File: src/rtl/fpu_ss_offload_buffer.sv
// Offload request terminator and operand-capturing FIFO between the core's
// offload interface and the FPU decode/issue stage.
module fpu_ss_offload_buffer #(
    parameter int DEPTH   = 4,
    parameter int XLEN    = 32,
    parameter int INSTR_W = 32
) (
    input  logic                         clk_i,
    input  logic                         rst_ni,
    input  logic                         flush_i,
    input  logic                         x_q_valid_i,
    output logic                         x_q_ready_o,
    input  logic [INSTR_W-1:0]           x_q_instr_i,
    input  logic [3*XLEN-1:0]            x_q_rs_i,
    input  logic [2:0]                   x_q_rs_valid_i,
    input  logic                         prd_accept_i,
    input  logic                         prd_writeback_i,
    input  logic                         prd_is_mem_op_i,
    input  logic [2:0]                   prd_use_rs_i,
    output logic                         x_k_accept_o,
    output logic                         x_k_writeback_o,
    output logic                         x_k_is_mem_op_o,
    output logic                         out_valid_o,
    input  logic                         out_ready_i,
    output logic [INSTR_W-1:0]           out_instr_o,
    output logic [3*XLEN-1:0]            out_rs_o,
    output logic                         out_writeback_o,
    output logic                         out_is_mem_op_o,
    output logic [$clog2(DEPTH+1)-1:0]   count_o
);

    localparam int PTR_W = $clog2(DEPTH);
    localparam int CNT_W = $clog2(DEPTH+1);

    // Handshakes: a transfer happens on a cycle where valid and ready are both
    // high; a producer holds valid and payload stable until that cycle.

    logic [INSTR_W-1:0] instr_mem [DEPTH];
    logic [3*XLEN-1:0]  rs_mem    [DEPTH];
    logic [DEPTH-1:0]   wb_mem;
    logic [DEPTH-1:0]   mem_op_mem;

    logic [PTR_W-1:0]   wr_ptr;
    logic [PTR_W-1:0]   rd_ptr;
    logic [CNT_W-1:0]   count_q;

    logic               rs_ok;
    logic               full;
    logic               push;
    logic               pop;
    logic [3*XLEN-1:0]  rs_masked;

    assign full  = (count_q == CNT_W'(DEPTH));
    assign pop   = (count_q != '0) & out_ready_i;
    assign rs_ok = ((x_q_rs_valid_i & prd_use_rs_i) == prd_use_rs_i);

    // A full buffer still accepts when the head leaves in the same cycle,
    // which makes out_ready_i combinationally visible on x_q_ready_o.
    always_comb begin
        x_q_ready_o = 1'b0;
        if (rst_ni && !flush_i && x_q_valid_i) begin
            if (!prd_accept_i) begin
                x_q_ready_o = 1'b1;
            end else begin
                x_q_ready_o = rs_ok & (!full | pop);
            end
        end
    end

    assign push = x_q_valid_i & x_q_ready_o & prd_accept_i;

    assign x_k_accept_o    = x_q_valid_i & prd_accept_i & !flush_i;
    assign x_k_writeback_o = x_k_accept_o & prd_writeback_i;
    assign x_k_is_mem_op_o = x_k_accept_o & prd_is_mem_op_i;

    // Unused operands are stored as zero so downstream never sees stale data.
    always_comb begin
        rs_masked = '0;
        for (int i = 0; i < 3; i++) begin
            if (prd_use_rs_i[i]) begin
                rs_masked[i*XLEN +: XLEN] = x_q_rs_i[i*XLEN +: XLEN];
            end
        end
    end

    always_ff @(posedge clk_i or negedge rst_ni) begin
        if (!rst_ni) begin
            wr_ptr  <= '0;
            rd_ptr  <= '0;
            count_q <= '0;
        end else if (flush_i) begin
            wr_ptr  <= '0;
            rd_ptr  <= '0;
            count_q <= '0;
        end else begin
            if (push) begin
                wr_ptr <= wr_ptr + PTR_W'(1);
            end
            if (pop) begin
                rd_ptr <= rd_ptr + PTR_W'(1);
            end
            if (push && !pop) begin
                count_q <= count_q + CNT_W'(1);
            end else if (pop && !push) begin
                count_q <= count_q - CNT_W'(1);
            end
        end
    end

    // Payload storage carries no reset; out_valid_o qualifies it.
    always_ff @(posedge clk_i) begin
        if (push) begin
            instr_mem[wr_ptr]  <= x_q_instr_i;
            rs_mem[wr_ptr]     <= rs_masked;
            wb_mem[wr_ptr]     <= prd_writeback_i;
            mem_op_mem[wr_ptr] <= prd_is_mem_op_i;
        end
    end

    assign out_valid_o     = (count_q != '0);
    assign out_instr_o     = instr_mem[rd_ptr];
    assign out_rs_o        = rs_mem[rd_ptr];
    assign out_writeback_o = wb_mem[rd_ptr];
    assign out_is_mem_op_o = mem_op_mem[rd_ptr];
    assign count_o         = count_q;

endmodule
File: config.mk
export PLATFORM = sky130hd
export DESIGN_NAME = fpu_ss_offload_buffer
export DESIGN_NICKNAME = d
export VERILOG_FILES = /design/src/rtl/fpu_ss_offload_buffer.sv
export SDC_FILE = /design/constraint.sdc
export NUM_CORES = 1
export LEC_CHECK = 0
export CAP_MARGIN = 20
export CORE_MARGIN = 4
export CORE_UTILIZATION = 42
export CTS_CLUSTER_DIAMETER = 30
export DETAILED_ROUTE_END_ITERATION = 10
export DONT_BUFFER_PORTS = 1
export MAX_ROUTING_LAYER = met4
export SYNTH_ARGS = -nofsm -noshare
export SYNTH_HDL_FRONTEND = slang
export SYNTH_SLANG_ARGS = --single-unit
File: constraint.sdc
create_clock -name clk_i -period 6.65 [get_ports clk_i]
set_input_delay 0.665 -clock clk_i [delete_from_list [all_inputs] [get_ports clk_i]]
set_output_delay 0.665 -clock clk_i [all_outputs]
set_load 0.01 [all_outputs]
* Word-level counts from Yosys, hierarchy flattened
Memory sizes are Yosys's and may differ from the RTL's. Index checks and enable logic that the tools add are counted.
Cells by class: $add $sub $neg 4, multipliers 0, div/mod/pow operators 0, $lt $le $gt $ge 3, equality and inequality tests 2, shift-type cells 0, mux-type cells 22, bitwise logic cells 10, reductions and logical operators 13
Operators by type and width (count):
- $mux 32 | 3
- $mux 3 | 3
- $and 1x1->1 | 8
- $bwmux 4 | 2
- $mux 2 | 4
- $mux 1 | 7
- $lt 2x3->1 const B | 2
- $reduce_bool 3->1 | 2
- $logic_and 1x1->1 | 5
- $add 2x1->2 const B | 2
- $bmux 1 s2 | 2
- $logic_not 1->1 | 4
- $reduce_bool 2->1 | 2
- $add 3x1->3 const B | 1
- $and 3x3->3 | 1
- $eq 3x3->1 | 1
- $eq 3x3->1 const B | 1
- $sub 3x1->3 const B | 1
- $demux 1 s2 | 1
- $ge 2x1->1 const B | 1
- $or 1x1->1 | 1
Word-level totals: register bits 15, latch bits 0, memory bits (writable) 512, bits in read-only memories 0, input port bits 142, output and inout port bits 138, word-level logic and storage cells 61, memories kept 2
Memories:
- rs_mem | words 4, bits a word 96, rd ports 1, clocked after Yosys merged registers in 0, write ports 1, RTL line 39 | logic [3*XLEN-1:0] rs_mem [DEPTH];
- instr_mem | words 4, bits a word 32, rd ports 1, clocked after Yosys merged registers in 0, write ports 1, RTL line 38 | logic [INSTR_W-1:0] instr_mem [DEPTH];

* Longest topological paths before layout
Gate-level depths: netlist of the first run.
depth after elaboration 13, gate-level depth with buffers 9, depth with buffers taken out 8

* Worst setup path after synthesis of the first run
No wires, ideal clock.
path kind input-to-reg, start input prd_use_rs_i[1], end memory instr_mem[0][0], enable pin, setup time 0.505 ns, arrival time 4.508 ns, setup slack 1.638 ns, stages on the path 5, path buffers 1, cells stage by stage nor2b_1 > a2111oi_1 > and3_1 > buf_6 > and2_1
On the way: word-level cells in the longest chain between the ends 9
Ends and longest elaborated chain:
- from (decl) | RTL line 19 | input logic [2:0] prd_use_rs_i,
- $and 3x3->3 | RTL line 55 | assign rs_ok = ((x_q_rs_valid_i & prd_use_rs_i) == prd_use_rs_i);
- $eq 3x3->1 (*) | RTL line 55
- $and 1x1->1 (*) | RTL line 65 | x_q_ready_o = rs_ok & (!full | pop);
- $mux 1 (*) | RTL line 62 | if (!prd_accept_i) begin
- $mux 1 (*) | RTL line 61 | if (rst_ni && !flush_i && x_q_valid_i) begin
- $and 1x1->1 (*) (2 in a row) | RTL line 70 | assign push = x_q_valid_i & x_q_ready_o & prd_accept_i;
- $mux 1 (*) | RTL line 112 | if (push) begin
- $mux 1 (implied by the code) (*) | RTL line 113 | instr_mem[wr_ptr] <= x_q_instr_i;
- to (decl) | RTL line 38
Every way passes the cells marked *; elsewhere a longest branch is shown, timed or not.

* Worst setup path after layout of the first run
start register rd_ptr[0], end output out_rs_o[26]
On the way: word-level cells in the longest chain between the ends 1
Ends and longest elaborated chain:
- from (decl) | RTL line 44 | logic [PTR_W-1:0] rd_ptr;
- from (signal assigned) | RTL line 100 | rd_ptr <= rd_ptr + PTR_W'(1);
- $mem_v2 4x96
- to (decl) | RTL line 26 | output logic [3*XLEN-1:0] out_rs_o,
Every way passes these cells.

==> impl_summary.log, run 1 <==
[metrics] Clock Tree Buf Depth: 3
[metrics] via count of the routed design: 8578
[metrics] Max stage delay on crit path: 0.71 ns
[metrics] Final Worst Setup Slack: 3.28 ns
[metrics] Max rail drop VDD: 0.000256 V
[metrics] post-CTS sizing: 0
[metrics] TritonCTS clock tree: built
[metrics] area enclosed by the die boundary: 50900 sq um
[metrics] site row count: 79
[metrics] number of library cell types mapped by synthesis: 28
[metrics] post-route clock skew: 0.0175 ns
[metrics] worst min-delay path category: in -> reg
[metrics] sinks on the clock net: 527
[metrics] net total in the final layout: 1066
[metrics] number of inserted filler cells in the final layout: 3678
[metrics] total number of H-tree levels: 3
[metrics] Synth top area share: 0.786
[metrics] Congestion Overflow GR: 0
[metrics] leakage power figure: 7.67 nW
[metrics] cell depth of the worst flop-to-flop path: 5
[metrics] IO Count: 280
[metrics] via count of the first global-routing pass: 9244
[metrics] number of post-CTS setup repair buffers: 0
[metrics] via density per instance: 5.29
[metrics] WP data required: 5.98 ns
[metrics] worst hold path depth: 1
[metrics] fin crit share: 0.507
[metrics] syn_area_per_cell: 23.5 sq um
[metrics] fraction of layout instances using a drive strength above 1: 0.313
[metrics] clock period minus worst slack: 3.37 ns
[metrics] number of antenna violations at the first check in global routing: 9
[metrics] fraction of power consumed by sequential logic: 0.380
[metrics] Logic pwr share: 0.095
[metrics] flip-flop and latch area: 15800 sq um
[metrics] post-route standard cell area excluding fillers: 24200 sq um
[metrics] fraction of synthesis flops using an asynchronous set or reset pin: 0.0133
[metrics] Fin. Hold Viols: 0
[metrics] cell taking the most area after synthesis: edfxtp_1
[metrics] Total Routing Usage GR: 0.161
[metrics] first-pass GRT wire length: 59100 microns
[metrics] critical path capture point type: output pin
[metrics] post-detailed-routing wire length: 40200 microns
[metrics] most frequent cells in the layout: 520 x edfxtp_1, 131 x mux4_2, 106 x clkbuf_16
[metrics] antenna violation net count after detailed routing: 0
[metrics] first-iteration detailed-routing DRC count: 524
[metrics] Worst Path Max Fanout: 79
[metrics] routed length per instance: 24.8 microns
[metrics] die span in y: 226 microns
[metrics] sequential element share of the synthesized area: 0.795
[metrics] Post-Layout Cell Count: 1621
[metrics] clock transition time at the flip-flop clock pins of the worst setup and hold paths: 0.05 ns
[metrics] slew at the pin with the worst max-slew slack: 0.856 ns
[metrics] number of synthesized flops with an enable pin: 520
[metrics] total area of multi-input combinational cells: 3880 sq um
[metrics] highest attainable clock frequency: 0.296 GHz
[metrics] clock network fraction of total power: 0.525
[metrics] Slowest cell on crit path: dfrtp_4
[metrics] Inserted Clock Buffers: 106
[metrics] Max-Slew Margin vs Limit: 0.429
[metrics] max-capacitance violation count: 0
[metrics] internal power component: 0.00762 W
[metrics] top area cells in the synthesized netlist: edfxtp_1 79%, mux4_2 15%, and2_1 3.2%
[metrics] Final Power: 0.00982 W
[metrics] cell area power density: 406 nW/um^2
[metrics] maximum number of pins on one net before global-route repair: 111
[metrics] leading cell type in the layout, fill and taps excluded: edfxtp_1
[metrics] die span in x: 226 microns
[metrics] cell at the root of the clock tree: clkbuf_16
[metrics] worst slack at placement: 3.16 ns
[metrics] RSZ-0062 raised after global routing: false
[metrics] switching fraction of total power: 0.224
[metrics] most instantiated flip-flop cell in the synthesis netlist: edfxtp_1
[metrics] Pins Over Slew Limit: 0
[metrics] placeable core region: 46700 sq um
[metrics] final weighted congestion of routability-driven global placement: 0.757
[metrics] cell area reported after detailed placement: 20600 sq um
[metrics] post-detailed-route DRC marker count: 0
[metrics] Port Buffers: 0
[metrics] total of flip-flops plus latches after synthesis: 527
[metrics] worst reg-to-reg setup slack: 3.36 ns
[metrics] outcome: finished, final reports clean
[metrics] count of mapped cells out of synthesis: 845
[metrics] synth-to-layout area growth: 21.7%
[metrics] crit start category: register
[metrics] post-DP HPWL: 22900 microns
[metrics] CP cell instances: buf_12 > mux4_2
[metrics] detailed-router iteration count before antenna repair: 4
[metrics] Crit Path Category: reg -> out
[metrics] switching power: 0.00220 W
[metrics] final setup TNS: 0 ns
[metrics] Net Count, Synth: 992
[metrics] arrival time worst endpoint: 2.71 ns
[metrics] Skew-Pair Late Insertion Delay: 0.62 ns
[metrics] number of setup violations in the final report: 0
[metrics] Post-Place Cells: 1417
[metrics] number of warnings printed during yosys synthesis: 0
[metrics] Cell Area, Synth: 19900 sq um
[metrics] initial standard-cell utilization of the core: 0.426
-- cells in the mapped netlist (all sizes together) (3+ instances only) --
master,number
and2,104
clkbuf,18
ha,4
nor2,10
inv,6
dfrtp,7
buf,24
edfxtp,520
xnor2,3
mux4,131
-- registers in the layout (all words and copies together), names as in the netlist --
| signal | count |
|---|---|
| rs_mem | 384 |
| count_o | 3 |
| instr_mem | 128 |
| rd_ptr | 2 |
| wr_ptr | 2 |
| wb_mem | 4 |
| mem_op_mem | 4 |
-- what timing repair did --
action,in CTS,in global routing
hold endpoints to repair,7,0
endpoints found under the setup margin,0,0
hold buffers,1,0
-- power by group through the flow --
| stage | Clock [W] | Sequential (W) | Combinational (W) |
|---|---|---|---|
| final | 0.00515 | 0.00373 | 0.000937 |
| after global placement | 0 | 0.00379 | 0.000965 |
| after CTS | 0.00525 | 0.00373 | 0.000970 |
| after floorplan | 0 | 0.00375 | 0.000803 |
| after detailed placement | 0 | 0.00379 | 0.000966 |
| after global routing | 0.00544 | 0.00373 | 0.00101 |
-- critical path: cells and delay by family (launching register included) --
kind                   cells  cell delay, ns
multiplexers               1            0.67
flip-flops                 1            0.71
buffers and inverters      1            0.52
-- cells by family after synthesis --
logic type / count (synthesis) / synth area share
xor gates and xnor gates: 4 / 0.00176
buffers and inverters: 48 / 0.0105
and+or+nand+nor: 125 / 0.0387
muxes: 134 / 0.150
AOI/OAI and AO/OA: 2 / 0.000755
adders and majority gates: 5 / 0.00353
DFF: 527 / 0.795
-- per-stage QoR --
step	hold slack, ns	util
CTS	0.0696	0.518
global route	0.0694	0.518
finish	0.108	0.518
floorplan	0.369	-
global placement	0.370	0.441
detailed placement	0.370	0.441
-- routing by layer --
metal | vias up | wire [microns] | track usage
li1 | 3700 | - | -
met1 | 4512 | 16100 | 0.199
met2 | 299 | 19600 | 0.244
met3 | 67 | 3770 | 0.0686
met4 | 0 | 748 | 0.0526
met5 | - | 0 | -
-- worst paths after layout --
| check | startpoint | to |
|---|---|---|
| max in group asynchronous | rst_ni | rd_ptr[0] |
| setup / recovery | rd_ptr[0] | out_rs_o[26] |
| hold / removal | flush_i | rd_ptr[1] |
| setup reg to reg | count_o[2] | rs_mem[1][9] |
| hold reg to reg | wr_ptr[1] | wr_ptr[1] |
| min in group asynchronous | rst_ni | count_o[2] |
-- cell type report --
cell class                 count  share of cell area
sequential                   527               0.653
multi-input combinational    270               0.161
clock buffer                 123               0.113
clock inverter                75              0.0347
tap                          607              0.0314
timing repair buffer           8             0.00569
inverter                       6            0.000932
antenna                        5            0.000518
Note: power is estimated with default switching activity, not from simulation.
==> inputs of run 2 (changes only) <==
- clock period: 6.65 -> 3 ns (I/O delays scaled with it)
==> impl_summary.log, run 2 (synthesized netlist as in run 1, its figures left out) <==
[metrics] outcome: finished, final reports clean
[metrics] WP data required: 2.70 ns (-3.28 ns)
[metrics] antenna violation net count after detailed routing: 0 (unchanged)
[metrics] via density per instance: 5.23 (-1.2%)
[metrics] Crit Path Category: reg -> out
[metrics] Min-Delay Startpoint: out_ready_i
[metrics] Port Buffers: 0 (unchanged)
[metrics] Largest Register: rs_mem
[metrics] Worst Path Max Fanout: 24 (-70%)
[metrics] net total in the final layout: 1223 (+15%)
[metrics] number of antenna violations at the first check in global routing: 5 (-4)
[metrics] leading cell type in the layout, fill and taps excluded: edfxtp_1
[metrics] site row count: 79 (unchanged)
[metrics] IO Count: 280 (unchanged)
[metrics] endpoint with the worst hold slack: count_o[2]
[metrics] routed length per instance: 23.6 microns (-4.7%)
[metrics] fin crit share: 0.901
[metrics] leakage power figure: 8.46 nW (+10%)
[metrics] post-route standard cell area excluding fillers: 26000 sq um (+7.5%)
[metrics] slew at the pin with the worst max-slew slack: 0.589 ns (-0.267 ns)
[metrics] detailed-router iteration count before antenna repair: 5 (+1)
[metrics] total number of H-tree levels: 3 (unchanged)
[metrics] Inserted Clock Buffers: 107 (+0.94%)
[metrics] max-capacitance violation count: 0 (unchanged)
[metrics] max FFs per register: 384 (unchanged)
[metrics] TritonCTS clock tree: built
[metrics] Total Routing Usage GR: 0.171 (+0.00908)
[metrics] largest registers: rs_mem: 384 flops, instr_mem: 128 flops
[metrics] crit start category: register
[metrics] Pins Over Slew Limit: 0 (unchanged)
[metrics] arrival time worst endpoint: 2.40 ns (-0.31 ns)
[metrics] cell at the root of the clock tree: clkbuf_16
[metrics] first-iteration detailed-routing DRC count: 498 (-5.0%)
[metrics] die span in x: 226 microns (unchanged)
[metrics] cell area power density: 865 nW/um^2 (+110%)
[metrics] post-route clock skew: 0.0191 ns (+0.00167 ns)
[metrics] cell depth of the worst flop-to-flop path: 8 (+3)
[metrics] fraction of layout instances using a drive strength above 1: 0.297 (-0.0163)
[metrics] worst min-delay path category: in -> reg
[metrics] core utilization of the finished layout: 0.557 (+0.0386)
[metrics] initial standard-cell utilization of the core: 0.426 (unchanged)
[metrics] critical path capture point type: output pin
[metrics] via count of the first global-routing pass: 10100 (+8.8%)
[metrics] maximum number of pins on one net before global-route repair: 49 (-56%)
[metrics] Skew-Pair Late Insertion Delay: 0.62 ns (about the same)
[metrics] r2r startpoint: count_o[1]
[metrics] Max-Slew Margin vs Limit: 0.606 (+0.177)
[metrics] clock transition time at the flip-flop clock pins of the worst setup and hold paths: 0.04 ns (about the same)
[metrics] die span in y: 226 microns (unchanged)
[metrics] sinks on the clock net: 527 (unchanged)
[metrics] Fin. Hold Viols: 0 (unchanged)
[metrics] Clock Tree Buf Depth: 3 (unchanged)
[metrics] RR Endpoint: count_o[2]
[metrics] placeable core region: 46700 sq um (unchanged)
[metrics] via count of the routed design: 9278 (+8.2%)
[metrics] Congestion Overflow GR: 0 (unchanged)
[metrics] worst hold path depth: 3 (+2)
[metrics] post-detailed-route DRC marker count: 0 (unchanged)
[metrics] Max rail drop VDD: 0.000821 V (+220%)
[metrics] synth-to-layout area growth: 30.7%
[metrics] clock period minus worst slack: 2.70 ns
[metrics] first-pass GRT wire length: 63100 microns (+6.8%)
[metrics] cell area reported after detailed placement: 20900 sq um (+1.4%)
[metrics] worst reg-to-reg setup slack: 0.43 ns (-2.93 ns)
[metrics] post-detailed-routing wire length: 41900 microns (+4.3%)
[metrics] RSZ-0062 raised after global routing: false
[metrics] number of setup violations in the final report: 0 (unchanged)
[metrics] most frequent cells in the layout: 520 x edfxtp_1, 136 x dlygate4sd3_1, 131 x mux4_2
[metrics] final weighted congestion of routability-driven global placement: 0.720 (-4.8%)
[metrics] highest attainable clock frequency: 0.370 GHz
[metrics] area enclosed by the die boundary: 50900 sq um (unchanged)
[metrics] post-DP HPWL: 24100 microns (+5.2%)
## run 2: cell types whose count changed in the layout (fill, tap and decap cells not counted), sizes merged
cell,before,now
diode,5,6
buf,7,28
clkinv,36,38
bufinv,15,17
dlygate4sd3,1,136
clkinvlp,13,15
clkbuf,123,119
inv,17,12
## run 2: metal layers
metal,part of all wire,up-vias,track usage
met5,0,-,-
met4,0.018,0,0.0547
met3,0.084,75,0.0582
met2,0.48,324,0.250
met1,0.42,4867,0.227
li1,-,4012,-
## run 2: through the flow
stage / setup slack [ns] / power [W] / hold WS (ns) / setup TNS [ns] / cells
after global placement: 0.448 / 0.0107 / 0.00484 / 0 / 1435
final: 0.297 / 0.0225 / 0.0545 / 0 / 1775
after global routing: 0.137 / 0.0233 / 0.0535 / 0 / 1773
after detailed placement: 0.448 / 0.0107 / 0.00477 / 0 / 1435
after CTS: 0.169 / 0.0228 / 0.0192 / 0 / 1768
after floorplan: -0.334 / 0.0101 / 0.00441 / -173.83 / 845
## run 2: worst max-delay path: stages, from the launching register on
cell,delay [ns]
dfrtp_4,0.78
buf_4,0.37
mux4_2,0.62
## run 2: timing repair
item,in CTS,in global routing
buffers inserted,0,0
hold buffers,138,0
gates resized for setup,0,0
endpoints found under the hold margin,533,0
## run 2: layout make-up
cell class              instances  area (sq um)
multi-input cells             270          3880
diodes                          6          15.0
inverters                       6          22.5
flip-flops and latches        527         15800
repair buffers                164          1830
clock buffers                 119          2800
clock inverters                76           877
fillers                      3454         20700
well taps                     607           759
## run 2: worst max path at each step
stage	slack [ns]	end	startpoint
2_1_floorplan	-0.33	instr_mem[0][0]	count_o[2]
3_5_place_dp	0.45	count_o[2]	count_o[0]
5_1_grt	0.14	out_rs_o[93]	rd_ptr[0]
3_3_place_gp	0.45	count_o[2]	count_o[1]
4_1_cts	0.17	out_rs_o[93]	rd_ptr[0]
6_report	0.30	out_rs_o[93]	rd_ptr[0]
## run 2: report_power, final
part | switching [W] | total (W) | leakage, nW | internal (W)
combinational | 0.00121 | 0.00239 | 1.87 | 0.00119
clock | 0.00369 | 0.0118 | 1.77 | 0.00811
sequential | 0.000121 | 0.00828 | 4.82 | 0.00816
==> inputs of run 3 (changes only) <==
- ABC_AREA: default -> 1
==> impl_summary.log, run 3 <==
[metrics] most frequent cells in the layout: 520 x edfxtp_1, 264 x nor2_1, 262 x o21ai_0
[metrics] fraction of synthesis flops using an asynchronous set or reset pin: 0.0133 (unchanged)
[metrics] first-iteration detailed-routing DRC count: 944 (+90%)
[metrics] via density per instance: 5.31 (+1.5%)
[metrics] top area cells in the synthesized netlist: edfxtp_1 76%, o21ai_0 6.4%, nor2_1 4.9%
[metrics] critical path capture point type: output pin
[metrics] total area of multi-input combinational cells: 3900 sq um (+0.45%)
[metrics] family with the most delay on the worst path: buffers and inverters
[metrics] outcome: finished, final reports clean
[metrics] number of buffer and inverter stages on the critical path: 2 (+1)
[metrics] leakage power figure: 9.78 nW (+16%)
[metrics] Largest Register: rs_mem
[metrics] Net Count, Synth: 1692 (+71%)
[metrics] post-DP HPWL: 26800 microns (+11%)
[metrics] Congestion Overflow GR: 0 (unchanged)
[metrics] detailed-router iteration count before antenna repair: 5 (unchanged)
[metrics] antenna violation net count after detailed routing: 0 (unchanged)
[metrics] arrival time worst endpoint: 2.57 ns (+0.17 ns)
[metrics] Crit Path Category: reg -> out
[metrics] cell depth of the worst flop-to-flop path: 11 (+3)
[metrics] crit start category: register
[metrics] clock period minus worst slack: 2.87 ns (+0.169 ns)
[metrics] r2r startpoint: count_o[1]
[metrics] Fin. Hold Viols: 0 (unchanged)
[metrics] Final Power: 0.0239 W (+6.3%)
[metrics] cell taking the most area after synthesis: edfxtp_1
[metrics] Slowest cell on crit path: dfrtp_4
[metrics] maximum number of pins on one net before global-route repair: 162 (+230%)
[metrics] net total in the final layout: 1874 (+53%)
[metrics] fin crit share: 0.957 (+0.0562)
[metrics] die span in y: 229 microns (+1.6%)
[metrics] worst reg-to-reg setup slack: 0.40 ns (-0.03 ns)
[metrics] TritonCTS clock tree: built
[metrics] highest attainable clock frequency: 0.348 GHz (-5.9%)
[metrics] count of mapped cells out of synthesis: 1545 (+83%)
[metrics] routed length per instance: 20.9 microns (-11%)
[metrics] post-route clock skew: 0.0365 ns (+0.0173 ns)
[metrics] Max-Slew Margin vs Limit: 0.500 (-0.106)
[metrics] number of inserted filler cells in the final layout: 3834 (+11%)
[metrics] Port Buffers: 0 (unchanged)
[metrics] max FFs per register: 384 (unchanged)
[metrics] number of synthesized flops with an enable pin: 520 (unchanged)
[metrics] placeable core region: 48000 sq um (+3.0%)
[metrics] via count of the routed design: 12900 (+39%)
[metrics] slew at the pin with the worst max-slew slack: 0.751 ns (+0.162 ns)
[metrics] largest registers: rs_mem: 384 flops, instr_mem: 128 flops
[metrics] top cells by count, synth: 520 x edfxtp_1, 268 x nor2_1, 262 x o21ai_0, 130 x o22ai_1, 120 x inv_1
[metrics] worst slack at placement: 0.771 ns (+0.323 ns)
[metrics] number of antenna violations at the first check in global routing: 4 (-1)
[metrics] clock transition time at the flip-flop clock pins of the worst setup and hold paths: 0.04 ns (about the same)
[metrics] Pins Over Slew Limit: 0 (unchanged)
[metrics] flip-flop and latch area: 15800 sq um (unchanged)
[metrics] via count of the first global-routing pass: 13400 (+33%)
[metrics] Min-Delay Startpoint: prd_accept_i
[metrics] die span in x: 229 microns (+1.6%)
[metrics] Total Routing Usage GR: 0.198 (+0.0270)
[metrics] critical path launch point: rd_ptr[0]
[metrics] most instantiated flip-flop cell in the synthesis netlist: edfxtp_1
[metrics] total number of H-tree levels: 3 (unchanged)
[metrics] Skew-Pair Late Insertion Delay: 0.64 ns (+0.02 ns)
[metrics] Final Worst Setup Slack: 0.129 ns (-0.169 ns)
[metrics] Clock Tree Buf Depth: 3 (unchanged)
[metrics] Post-Layout Cell Count: 2437 (+37%)
[metrics] sinks on the clock net: 527 (unchanged)
[metrics] CP cell instances: clkinv_8 > buf_4 > o21ai_0 > o22ai_1
[metrics] total of flip-flops plus latches after synthesis: 527 (unchanged)
[metrics] Worst Path Max Fanout: 84 (+250%)
[metrics] syn_area_per_cell: 13.3 sq um (-43%)
[metrics] fraction of layout instances using a drive strength above 1: 0.124 (-0.173)
[metrics] endpoint with the worst hold slack: count_o[2]
[metrics] area enclosed by the die boundary: 52500 sq um (+3.3%)
[metrics] Max rail drop VDD: 0.000598 V (-27%)
[metrics] number of library cell types mapped by synthesis: 29 (+3.6%)
[metrics] final weighted congestion of routability-driven global placement: 0.781 (+8.4%)
[metrics] IO Count: 280 (unchanged)
[metrics] Synth top area share: 0.760 (-0.0257)
[metrics] post-detailed-route DRC marker count: 0 (unchanged)
[metrics] number of setup violations in the final report: 0 (unchanged)
[metrics] most common cell in the synthesized netlist: edfxtp_1
[metrics] WP data required: 2.70 ns (about the same)
[metrics] RSZ-0062 raised after global routing: true
[metrics] initial standard-cell utilization of the core: 0.428 (+0.00168)
[metrics] synth-to-layout area growth: 29.5%
[metrics] max-capacitance violation count: 0 (unchanged)
[metrics] Cell Area, Synth: 20500 sq um (+3.4%)
[metrics] first-pass GRT wire length: 78400 microns (+24%)
[metrics] Inserted Clock Buffers: 106 (-0.93%)
[metrics] site row count: 80 (+1.3%)
[metrics] Max stage delay on crit path: 0.65 ns (-0.13 ns)
[metrics] cell area power density: 898 nW/um^2 (+3.8%)
[metrics] post-detailed-routing wire length: 51000 microns (+22%)
[metrics] Post-Place Cells: 2093 (+46%)
[metrics] sequential element share of the synthesized area: 0.769 (-0.0260)
[metrics] worst min-delay path category: in -> reg
[metrics] cell at the root of the clock tree: clkbuf_16
[metrics] worst hold path depth: 4 (+1)
[metrics] leading cell type in the layout, fill and taps excluded: edfxtp_1
[metrics] number of warnings printed during yosys synthesis: 0 (unchanged)
[metrics] RR Endpoint: count_o[0]
[run 3: cell count changes in the layout (fill, tap and decap cells not counted), sizes merged, moves of 111 or more]
cell	change
nand2	+111
mux4	-131
nor2	+261
inv	+114
o21ai	+265
o22ai	+130
[run 3: kinds of logic (layout without fill, tap and decap cells)]
| logic type | count (synthesis) | after routing | share of synthesized area |
|---|---|---|---|
| flops | 527 | 527 | 0.769 |
| compound gates | 399 | 399 | 0.105 |
| simple gates | 395 | 395 | 0.0780 |
| other cells | 0 | 4 | 0 |
| fa+ha+maj | 5 | 5 | 0.00341 |
| buf+inv | 219 | 492 | 0.0445 |
[run 3: how the worst max path moves through the flow]
stage / end / slack (ns) / cells after the start
floorplan: instr_mem[0][0] / -0.27 / 6
global placement: out_rs_o[41] / 0.83 / 4
detailed placement: out_rs_o[83] / 0.77 / 3
CTS: out_rs_o[83] / 0.09 / 3
global route: out_rs_o[41] / -0.04 / 4
finish: out_rs_o[41] / 0.13 / 4
[run 3: final cells by class]
type / instances / area share
clock inverter: 79 / 0.0390
clock buffer: 120 / 0.104
sequential: 527 / 0.594
timing repair buffer: 171 / 0.0695
tap: 615 / 0.0289
antenna: 4 / 0.000376
inverter: 122 / 0.0178
multi-input combinational: 799 / 0.147
[run 3: power breakdown]
| group | switching (W) | leakage [nW] | internal [W] |
|---|---|---|---|
| clock | 0.00375 | 1.84 | 0.00856 |
| combinational | 0.00239 | 3.12 | 0.000894 |
| sequential | 0.000103 | 4.82 | 0.00819 |
| total | 0.00624 | 9.78 | 0.0176 |
[run 3: stage by stage]
stage / area (sq um) / setup TNS (ns) / utilization / hold slack, ns
3_5_place_dp: 21300 / 0 / 0.444 / 0.00489
5_1_grt: 26600 / -0.0355 / 0.554 / 0.0491
4_1_cts: 26600 / 0 / 0.553 / 0.0127
2_1_floorplan: 20600 / -130.20 / - / 0.00441
3_3_place_gp: 21300 / 0 / 0.444 / 0.00485
6_report: 26600 / 0 / 0.554 / 0.0532
[run 3: metal layers]
layer | wire, microns | GRT usage | vias to the layer above
met4 | 1270 | 0.0626 | 0
met5 | 0 | - | -
met1 | 20600 | 0.233 | 6386
met3 | 4180 | 0.0675 | 105
li1 | - | - | 5975
met2 | 24900 | 0.322 | 466
[run 3: worst reg2reg max path, delay by kind of cell, from the launching register on]
kind | cells | cell delay [ns]
AO/OA/AOI/OAI | 2 | 0.18
flip-flops | 1 | 0.43
AND/OR/NAND/NOR | 6 | 0.70
buffers and inverters | 3 | 1.23
[run 3: repair_timing]
item	4_1_cts	5_1_grt
setup buffers	0	0
endpoints found under the hold margin	534	0
setup endpoints to repair	0	8
resized for setup	0	4
hold buffers	141	0
